## src/rtl/shift_unit_seq.sv

```systemverilog
// shift_unit_seq: multi-cycle shift/rotate unit moving up to STEP bit positions per clock.
// Define SHIFT_CARRY_EN to add the CARRY_OUT port (last bit shifted or rotated out).
module shift_unit_seq #(
    parameter int WIDTH   = 8,
    parameter int SHAMT_W = 4,
    parameter int STEP    = 1
) (
    input  logic               clk,
    input  logic               RST,
    input  logic [WIDTH-1:0]   A,
    input  logic [WIDTH-1:0]   B,
    input  logic               SRC_SEL,
    input  logic [2:0]         ALU_FUN,
    input  logic [SHAMT_W-1:0] SHAMT,
    input  logic               Shift_Enable,
    input  logic               start,
    output logic               Busy,
    output logic [WIDTH-1:0]   SHIFT_OUT,
`ifdef SHIFT_CARRY_EN
    output logic               CARRY_OUT,
`endif
    output logic               SHIFT_Flag
);

    localparam logic [2:0] OP_LSR = 3'b000;
    localparam logic [2:0] OP_LSL = 3'b001;
    localparam logic [2:0] OP_ASR = 3'b010;
    localparam logic [2:0] OP_ROR = 3'b011;
    localparam logic [2:0] OP_ROL = 3'b100;

    localparam logic [SHAMT_W-1:0] WIDTH_A = SHAMT_W'(WIDTH);
    localparam logic [SHAMT_W-1:0] STEP_A  = SHAMT_W'(STEP);
    localparam logic [SHAMT_W-1:0] ONE_A   = SHAMT_W'(1);

    typedef enum logic [1:0] {S_IDLE, S_SHIFT, S_DONE} state_t;

    state_t               r_state;
    state_t               w_state_nxt;
    logic [WIDTH-1:0]     r_acc;
    logic [WIDTH-1:0]     r_out;
    logic [SHAMT_W-1:0]   r_cnt;
    logic [SHAMT_W-1:0]   w_eff;
    logic [SHAMT_W-1:0]   w_k;
    logic [2:0]           r_fun;
    logic                 r_flag;

    // Rotates wrap modulo WIDTH; plain shifts saturate at WIDTH (result fully filled).
    function automatic logic [SHAMT_W-1:0] eff_amt(input logic [2:0] fun,
                                                   input logic [SHAMT_W-1:0] amt);
        case (fun)
            OP_LSR, OP_LSL, OP_ASR: eff_amt = (amt > WIDTH_A) ? WIDTH_A : amt;
            OP_ROR, OP_ROL:         eff_amt = amt % WIDTH_A;
            default:                eff_amt = '0;
        endcase
    endfunction

    function automatic logic [WIDTH-1:0] step_shift(input logic [2:0] fun,
                                                    input logic [WIDTH-1:0] v,
                                                    input logic [SHAMT_W-1:0] k);
        logic signed [WIDTH-1:0] sv;
        logic [2*WIDTH-1:0]      dbl;
        sv  = $signed(v);
        dbl = '0;
        case (fun)
            OP_LSR:  step_shift = v >> k;
            OP_LSL:  step_shift = v << k;
            OP_ASR:  step_shift = $unsigned(sv >>> k);
            OP_ROR: begin
                dbl        = {v, v} >> k;
                step_shift = dbl[WIDTH-1:0];
            end
            OP_ROL: begin
                dbl        = {v, v} << k;
                step_shift = dbl[2*WIDTH-1:WIDTH];
            end
            default: step_shift = v;
        endcase
    endfunction

`ifdef SHIFT_CARRY_EN
    logic r_cy;
    logic r_cy_kill;
    logic w_kill;

    // Bit that leaves the word on the last single-position move of a k-position step.
    function automatic logic step_carry(input logic [2:0] fun,
                                        input logic [WIDTH-1:0] v,
                                        input logic [SHAMT_W-1:0] k);
        logic [WIDTH-1:0] t;
        t          = '0;
        step_carry = 1'b0;
        case (fun)
            OP_LSR, OP_ASR, OP_ROR: begin
                t          = v >> (k - ONE_A);
                step_carry = t[0];
            end
            OP_LSL, OP_ROL: begin
                t          = v << (k - ONE_A);
                step_carry = t[WIDTH-1];
            end
            default: step_carry = 1'b0;
        endcase
    endfunction

    assign w_kill = ((ALU_FUN == OP_LSR) || (ALU_FUN == OP_LSL)) && (SHAMT > WIDTH_A);
`endif

    always_comb begin
        w_state_nxt = r_state;
        w_eff       = eff_amt(ALU_FUN, SHAMT);
        w_k         = (r_cnt < STEP_A) ? r_cnt : STEP_A;
        case (r_state)
            S_IDLE:  if (start) w_state_nxt = (w_eff != '0) ? S_SHIFT : S_DONE;
            S_SHIFT: if (r_cnt == w_k) w_state_nxt = S_DONE;
            S_DONE:  w_state_nxt = S_IDLE;
            default: w_state_nxt = S_IDLE;
        endcase
    end

    always_ff @(posedge clk) begin
        if (RST) begin
            r_state <= S_IDLE;
        end else if (Shift_Enable) begin
            r_state <= w_state_nxt;
        end
    end

    // Accumulator / result stage; a disabled cycle holds everything, including a pending flag.
    always_ff @(posedge clk) begin
        if (RST) begin
            r_acc  <= '0;
            r_cnt  <= '0;
            r_fun  <= '0;
            r_out  <= '0;
            r_flag <= 1'b0;
`ifdef SHIFT_CARRY_EN
            r_cy      <= 1'b0;
            r_cy_kill <= 1'b0;
            CARRY_OUT <= 1'b0;
`endif
        end else if (Shift_Enable) begin
            r_flag <= (r_state == S_DONE);
            case (r_state)
                S_IDLE: begin
                    if (start) begin
                        r_acc <= SRC_SEL ? B : A;
                        r_fun <= ALU_FUN;
                        r_cnt <= w_eff;
`ifdef SHIFT_CARRY_EN
                        r_cy      <= 1'b0;
                        r_cy_kill <= w_kill;
`endif
                    end
                end
                S_SHIFT: begin
                    r_acc <= step_shift(r_fun, r_acc, w_k);
                    r_cnt <= r_cnt - w_k;
`ifdef SHIFT_CARRY_EN
                    r_cy  <= step_carry(r_fun, r_acc, w_k);
`endif
                end
                S_DONE: begin
                    r_out <= r_acc;
`ifdef SHIFT_CARRY_EN
                    CARRY_OUT <= r_cy & ~r_cy_kill;
`endif
                end
                default: ;
            endcase
        end
    end

    assign Busy       = (r_state == S_SHIFT);
    assign SHIFT_OUT  = r_out;
    assign SHIFT_Flag = r_flag & Shift_Enable;

endmodule

```

## config.mk

```make
export PLATFORM = sky130hd
export DESIGN_NAME = shift_unit_seq
export DESIGN_NICKNAME = d
export VERILOG_FILES = /design/src/rtl/shift_unit_seq.sv
export SDC_FILE = /design/constraint.sdc
export NUM_CORES = 1
export LEC_CHECK = 0
export ABC_AREA = 1
export BUFFER_PORTS_ARGS = -buffer_cell sky130_fd_sc_hd__buf_2
export CAP_MARGIN = 30
export CELL_PAD_IN_SITES_DETAIL_PLACEMENT = 0
export CELL_PAD_IN_SITES_GLOBAL_PLACEMENT = 2
export CORE_MARGIN = 5
export CORE_UTILIZATION = 27
export DETAILED_ROUTE_END_ITERATION = 8
export GPL_TIMING_DRIVEN = 0
export PLACE_DENSITY = 0.88
export SKIP_CTS_REPAIR_TIMING = 1
export SLEW_MARGIN = 20
export SYNTH_ARGS = -nofsm -noshare
export SYNTH_HDL_FRONTEND = slang
export SYNTH_SLANG_ARGS = --single-unit
```

## constraint.sdc

```tcl
create_clock -name clk -period 1.9 [get_ports clk]
set_clock_uncertainty 0.05 [all_clocks]
set_input_delay 0 -clock clk [delete_from_list [all_inputs] [get_ports clk]]
set_output_delay 0 -clock clk [all_outputs]
set_load 0.02 [all_outputs]
```

* Yosys cells after proc, flatten, opt, wreduce, memory -nomap -nowiden *
Index checks and enable logic that the tools add are counted.

storage, ports and cells
  register bits after elaboration = 26
  bits in latches = 0
  bits in writable memories = 0
  ROM bits = 0
  input bits = 28
  output and inout port bits = 10
  word-level logic and storage cells = 54
  memories = 0

cells by class
  add/subtract/negate cells = 1
  $mul = 0
  divide/modulo/power cells = 0
  magnitude comparators = 2
  eq/ne operators = 14
  shift-type cells = 5
  mux-type cells = 13
  bitwise operators = 1
  reduce and logical (&&, ||, !) cells = 12

operator list
  cell                                                        count
  one-hot mux 8 bit (5 select lines)                          1
  two-way mux 8 bit                                           2
  one-hot mux 4 bit (2 select lines)                          2
  one-hot mux 8 bit (2 select lines)                          1
  left shift 16 x 4 -> 16 bit                                 1
  >> shifter 16 x 4 -> 8 bit                                  1
  == test 3 x 2 -> 1 bit, second input constant               4
  two-way mux 4 bit                                           3
  AND reduction 3 bit                                         3
  left shift 8 x 4 -> 8 bit                                   1
  >> shifter 8 x 4 -> 8 bit                                   1
  >>> shifter 8 x 4 -> 8 bit                                  1
  == test 3 x 1 -> 1 bit, second input constant               2
  == test 3 bit, second input constant                        2
  logical NOT 3 bit                                           2
  two-way mux 2 bit                                           3
  inequality test 6 x 1 -> 1 bit, second input constant       1
  == test 4 bit                                               1
  > comparator 4 bit, second input constant                   1
  less-than comparator 4 x 1 -> 1 bit, second input constant  1
  one-hot mux 2 bit (2 select lines)                          1
  AND reduction 4 bit                                         1
  nonzero test 4 bit                                          1
  subtractor 4 bit                                            1
  other kinds (10)                                            10

* Depth between registers and ports, before layout *
  depth after elaboration = 7
  mapped depth = 12

* Least setup slack after synthesis *
OpenSTA, ideal clock, no wires.

  path kind = reg-to-reg
  start point = reg r_cnt[2]
  end point = reg r_cnt[2]
  data arrival time = 1.459 ns
  data required time = 1.780 ns
  setup slack = 0.321 ns
  stages on the path, launching flop included = 11
  buffers on the path = 0
  clock period less this slack = 1.579 ns
  cell sequence = dfxtp_1 -> nor2_1 -> nand2_1 -> inv_1 -> nor2_1 -> inv_1 -> ha_1 -> nor2_1 -> xor2_1 -> o211ai_1 -> a21oi_1

between the ends
  word-level cells in the longest chain between the ends = 4

RTL lines
  element                               RTL line  source
  from (decl)                           41        logic [SHAMT_W-1:0] r_cnt;
  from (signal assigned)                148       r_cnt <= w_eff;
  from (signal assigned)                157       r_cnt <= r_cnt - w_k;
  less-than comparator 4 x 1 -> 1 bit   111       w_k = (r_cnt < STEP_A) ? r_cnt : STEP_A;
  two-way mux 4 bit                     111
  subtractor 4 bit *                    157
  one-hot mux 4 bit (2 select lines) *  143       case (r_state)

Mark *: on every way between the ends. The rest lies on a longest branch, timed or not.
A chain may end at the register's enable or synchronous reset.

* Worst setup path after layout *
Ends and elaborated chain as after synthesis.

==> impl_summary.log <==
[metrics] clock tree from TritonCTS: built
[metrics] # nets final: 313
[metrics] global-route usage over all layers: 12.2%
[metrics] cell type group with the largest total delay on the critical path: simple AND/OR/NAND/NOR gates
[metrics] leading cell types in the layout, fill and taps excluded: 74 x nand2_1, 37 x buf_2, 33 x inv_1, 32 x a21oi_1, 26 x dfxtp_1
[metrics] Antenna Violating Nets Remaining: 0
[metrics] crit path from: r_cnt[2]
[metrics] logic depth of the worst path, buffers included: 10
[metrics] Leakage Power: 0.917 nW
[metrics] Post-Synthesis Net Count: 268
[metrics] delay contributed by the slowest stage of the critical path: 0.39 ns
[metrics] Rel. slew slack: 63.5%
[metrics] post-detailed-route wirelength per cell: 11.6 um
[metrics] R2R setup slack: 0.24 ns
[metrics] sequential element share of the synthesized area: 35.0%
[metrics] area grow syn2layout: 25.5%
[metrics] number of optimization iterations in the first detailed-route pass: 4
[metrics] initial DRC count: 68
[metrics] TNS Setup: 0 ns
[metrics] worst path buffer plus inverter count: 2
[metrics] hold crit path type: in2reg
[metrics] Required @ worst endpoint: 2.07 ns
[metrics] signal arrival time at the worst endpoint: 1.83 ns
[metrics] final critical-path share of the clock period: 87.5%
[metrics] H-tree levels: 1
[metrics] Clk Latency, worst-skew pair: 0.28 ns
[metrics] number of maximum-capacitance violations: 0
[metrics] Clk Tree Root Cell: clkbuf_8
[metrics] detailed-route via count: 1582
[metrics] post-layout min period: 1.66 ns
[metrics] Syn Inst Count: 239
[metrics] fill count: 638
[metrics] Antenna Cells: 0
[metrics] Cell Chain, Critical Path: nor2_1, nand2_2, inv_1, nor2_1, inv_1, ha_1, nor2_1, xor2_1, o211ai_1, a21oi_1
[metrics] final count of negative-setup-slack endpoints: 0
[metrics] startpoint kind of the worst setup timing path: register
[metrics] DRC violation count after routing: 0
[metrics] count of input and output buffers: 36
[metrics] slowest stage cell, crit path: dfxtp_1
[metrics] global-route wire length before repair: 7290 um
[metrics] start of the worst register-to-register path: r_cnt[2]
[metrics] remaining global-route overflow: 0
[metrics] cell accounting for the most synthesized area: dfxtp_1
[metrics] highest fanout seen on the critical path: 6
[metrics] Clock transition at path regs: 0.09 ns
[metrics] status: finished, violations left
[metrics] post-route worst hold slack: -0.0135 ns
[metrics] Initial Utilization: 27.4%
[metrics] RSZ-0062 raised after global routing: no
[metrics] antenna violations before repair: 0
[metrics] detailed placement HPWL: 3180 um
[metrics] vias per std cell: 4.46
[metrics] Post-Place Setup Slack: 0.00115 ns
[metrics] largest buffer count on any clock path: 2
[metrics] Avg Inst Size Synth: 6.23 um2
[metrics] Worst Path Class, Setup: reg2reg
[metrics] kind of capture point of the worst setup path: register
[metrics] number of clock buffers inserted by TritonCTS: 3
[metrics] origin of the worst min-delay path: ALU_FUN[1]
[metrics] Die Width: 84.3 um
[metrics] R2R Path End: r_cnt[2]
[metrics] Std-Cell Core Area: 5440 um2
[metrics] Slew Limit Fails: 0
[metrics] violated checks: hold timing
[metrics] most used cell along the critical path: nor2_1
[metrics] Die Footprint: 7100 um2
[metrics] number of primary I/O pins: 38
[metrics] sum of internal, switching and leakage power: 1.47 mW
[metrics] number of synthesized register bits: 26
[metrics] transition at the pin with the smallest max-transition slack: 0.543 ns
[metrics] number of global-route vias before repair: 1581
[metrics] Ys Warns: 0
[metrics] row count: 27
[metrics] Routed Wire Length: 4130 um
[metrics] most common cell after layout, fill and taps aside: nand2_1
[metrics] fraction of layout cells with a size suffix above 1: 19.8%
[metrics] pin count of the biggest net entering global routing: 16
[metrics] Peak supply drop: 281 uV
[metrics] post-route non-filler standard cell count: 355
[metrics] leading post-synthesis cells by cell area: dfxtp_1 35%, nand2_1 19%, a21oi_1 11%
[metrics] top-area cell type share of the netlist area: 35.0%
[metrics] die height: 84.3 um
[metrics] Sink Count: 26
[metrics] Max Fclk: 601 MHz
[metrics] number of hold violations in the final report: 1
[metrics] total power density per cell area: 787 nW/um2
[metrics] Worst setup endpoint: r_cnt[2]
[metrics] library cells used by synthesis: 23
[metrics] post-synth design cell area: 1490 um2
[metrics] global placer's final weighted congestion: 0.754
[metrics] setup slack after layout: 0.237 ns
[metrics] count of placed standard cells including taps: 347
[metrics] number of cell instances on the worst register-to-register path: 10
==> worst reg2reg max path: stages (launching register included) <==
cell and delay, ns:
dfxtp_1 0.39, nor2_1 0.08, nand2_2 0.09, inv_1 0.11, nor2_1 0.13, inv_1 0.05
ha_1 0.20, nor2_1 0.12, xor2_1 0.16, o211ai_1 0.09, a21oi_1 0.13
==> cell families (layout without fill, tap and decap cells) <==
group	Yosys count	after routing	synth area share (%)
DFF	26	26	35.0
and+or+nand+nor	113	113	32.6
buffers and inverters	41	85	10.8
xor gates and xnor gates	1	1	0.588
adders and majority gates	1	1	0.840
AOI/OAI and AO/OA	57	57	20.2
==> registers in the layout, summed over array words and instances, names as in the netlist <==
signal     flops
r_cnt          4
r_fun          3
r_acc          8
r_state        2
SHIFT_OUT      8
r_flag         1
==> synth_stat cells <==
| cell | instances |
|---|---|
| nand2_1 | 75 |
| inv_1 | 33 |
| a21oi_1 | 32 |
| dfxtp_1 | 26 |
| o21ai_0 | 20 |
| nand3_1 | 18 |
| nor2_1 | 12 |
| clkbuf_1 | 3 |
| o211ai_1 | 3 |
| inv_2 | 2 |
| nand2_2 | 2 |
| nand2_4 | 2 |
| a21oi_2 | 1 |
| buf_2 | 1 |
| buf_4 | 1 |
| ha_1 | 1 |
| inv_4 | 1 |
| nand3b_2 | 1 |
| nand4_1 | 1 |
| nor2_4 | 1 |
| nor3_1 | 1 |
| o21ai_2 | 1 |
| xor2_1 | 1 |
==> metrics by stage <==
| step | util (%) | cell area [um2] |
|---|---|---|
| after floorplan | - | 1490 |
| after global routing | 34.3 | 1870 |
| after CTS | 33.7 | 1830 |
| after detailed placement | 32.3 | 1760 |
| after global placement | 32.3 | 1760 |
| final | 34.3 | 1870 |
==> layer usage <==
metal  vias to the layer above  part of all wire [%]  GRT usage (%)  routed length (um)
met5                         -                     0              0                   0
met4                         0                   1.6           4.39                  65
met3                         5                   4.4           1.77                 181
met2                        37                    44           19.9                1810
met1                       692                    50           16.4                2070
li1                        848                     -              -                   -
==> power breakdown <==
| part | internal (mW) | total (mW) | switching, mW |
|---|---|---|---|
| registers | 0.584 | 0.616 | 0.0319 |
| logic | 0.141 | 0.382 | 0.241 |
| clock network | 0.282 | 0.473 | 0.191 |
==> cell type report <==
type / instances / area (um2) / area share, %
multi-input cells: 172 / 810 / 43.3
flip-flops and latches: 26 / 520 / 27.9
repair buffers: 40 / 215 / 11.5
inverters: 36 / 138 / 7.37
well taps: 72 / 90.1 / 4.82
clock buffers: 3 / 41.3 / 2.21
clock inverters: 1 / 30.0 / 1.61
plain buffers: 5 / 23.8 / 1.27
==> worst min path at each step <==
stage                     endpoint  slack [ns]  cells past startpoint
after floorplan           r_acc[7]        0.02                      1
after global placement    r_fun[2]        0.22                      3
after detailed placement  r_fun[2]        0.23                      3
after CTS                 r_fun[2]       -0.08                      3
after global routing      r_fun[1]        0.01                      3
final                     r_fun[1]       -0.01                      3
(Power assumes the default switching activity.)
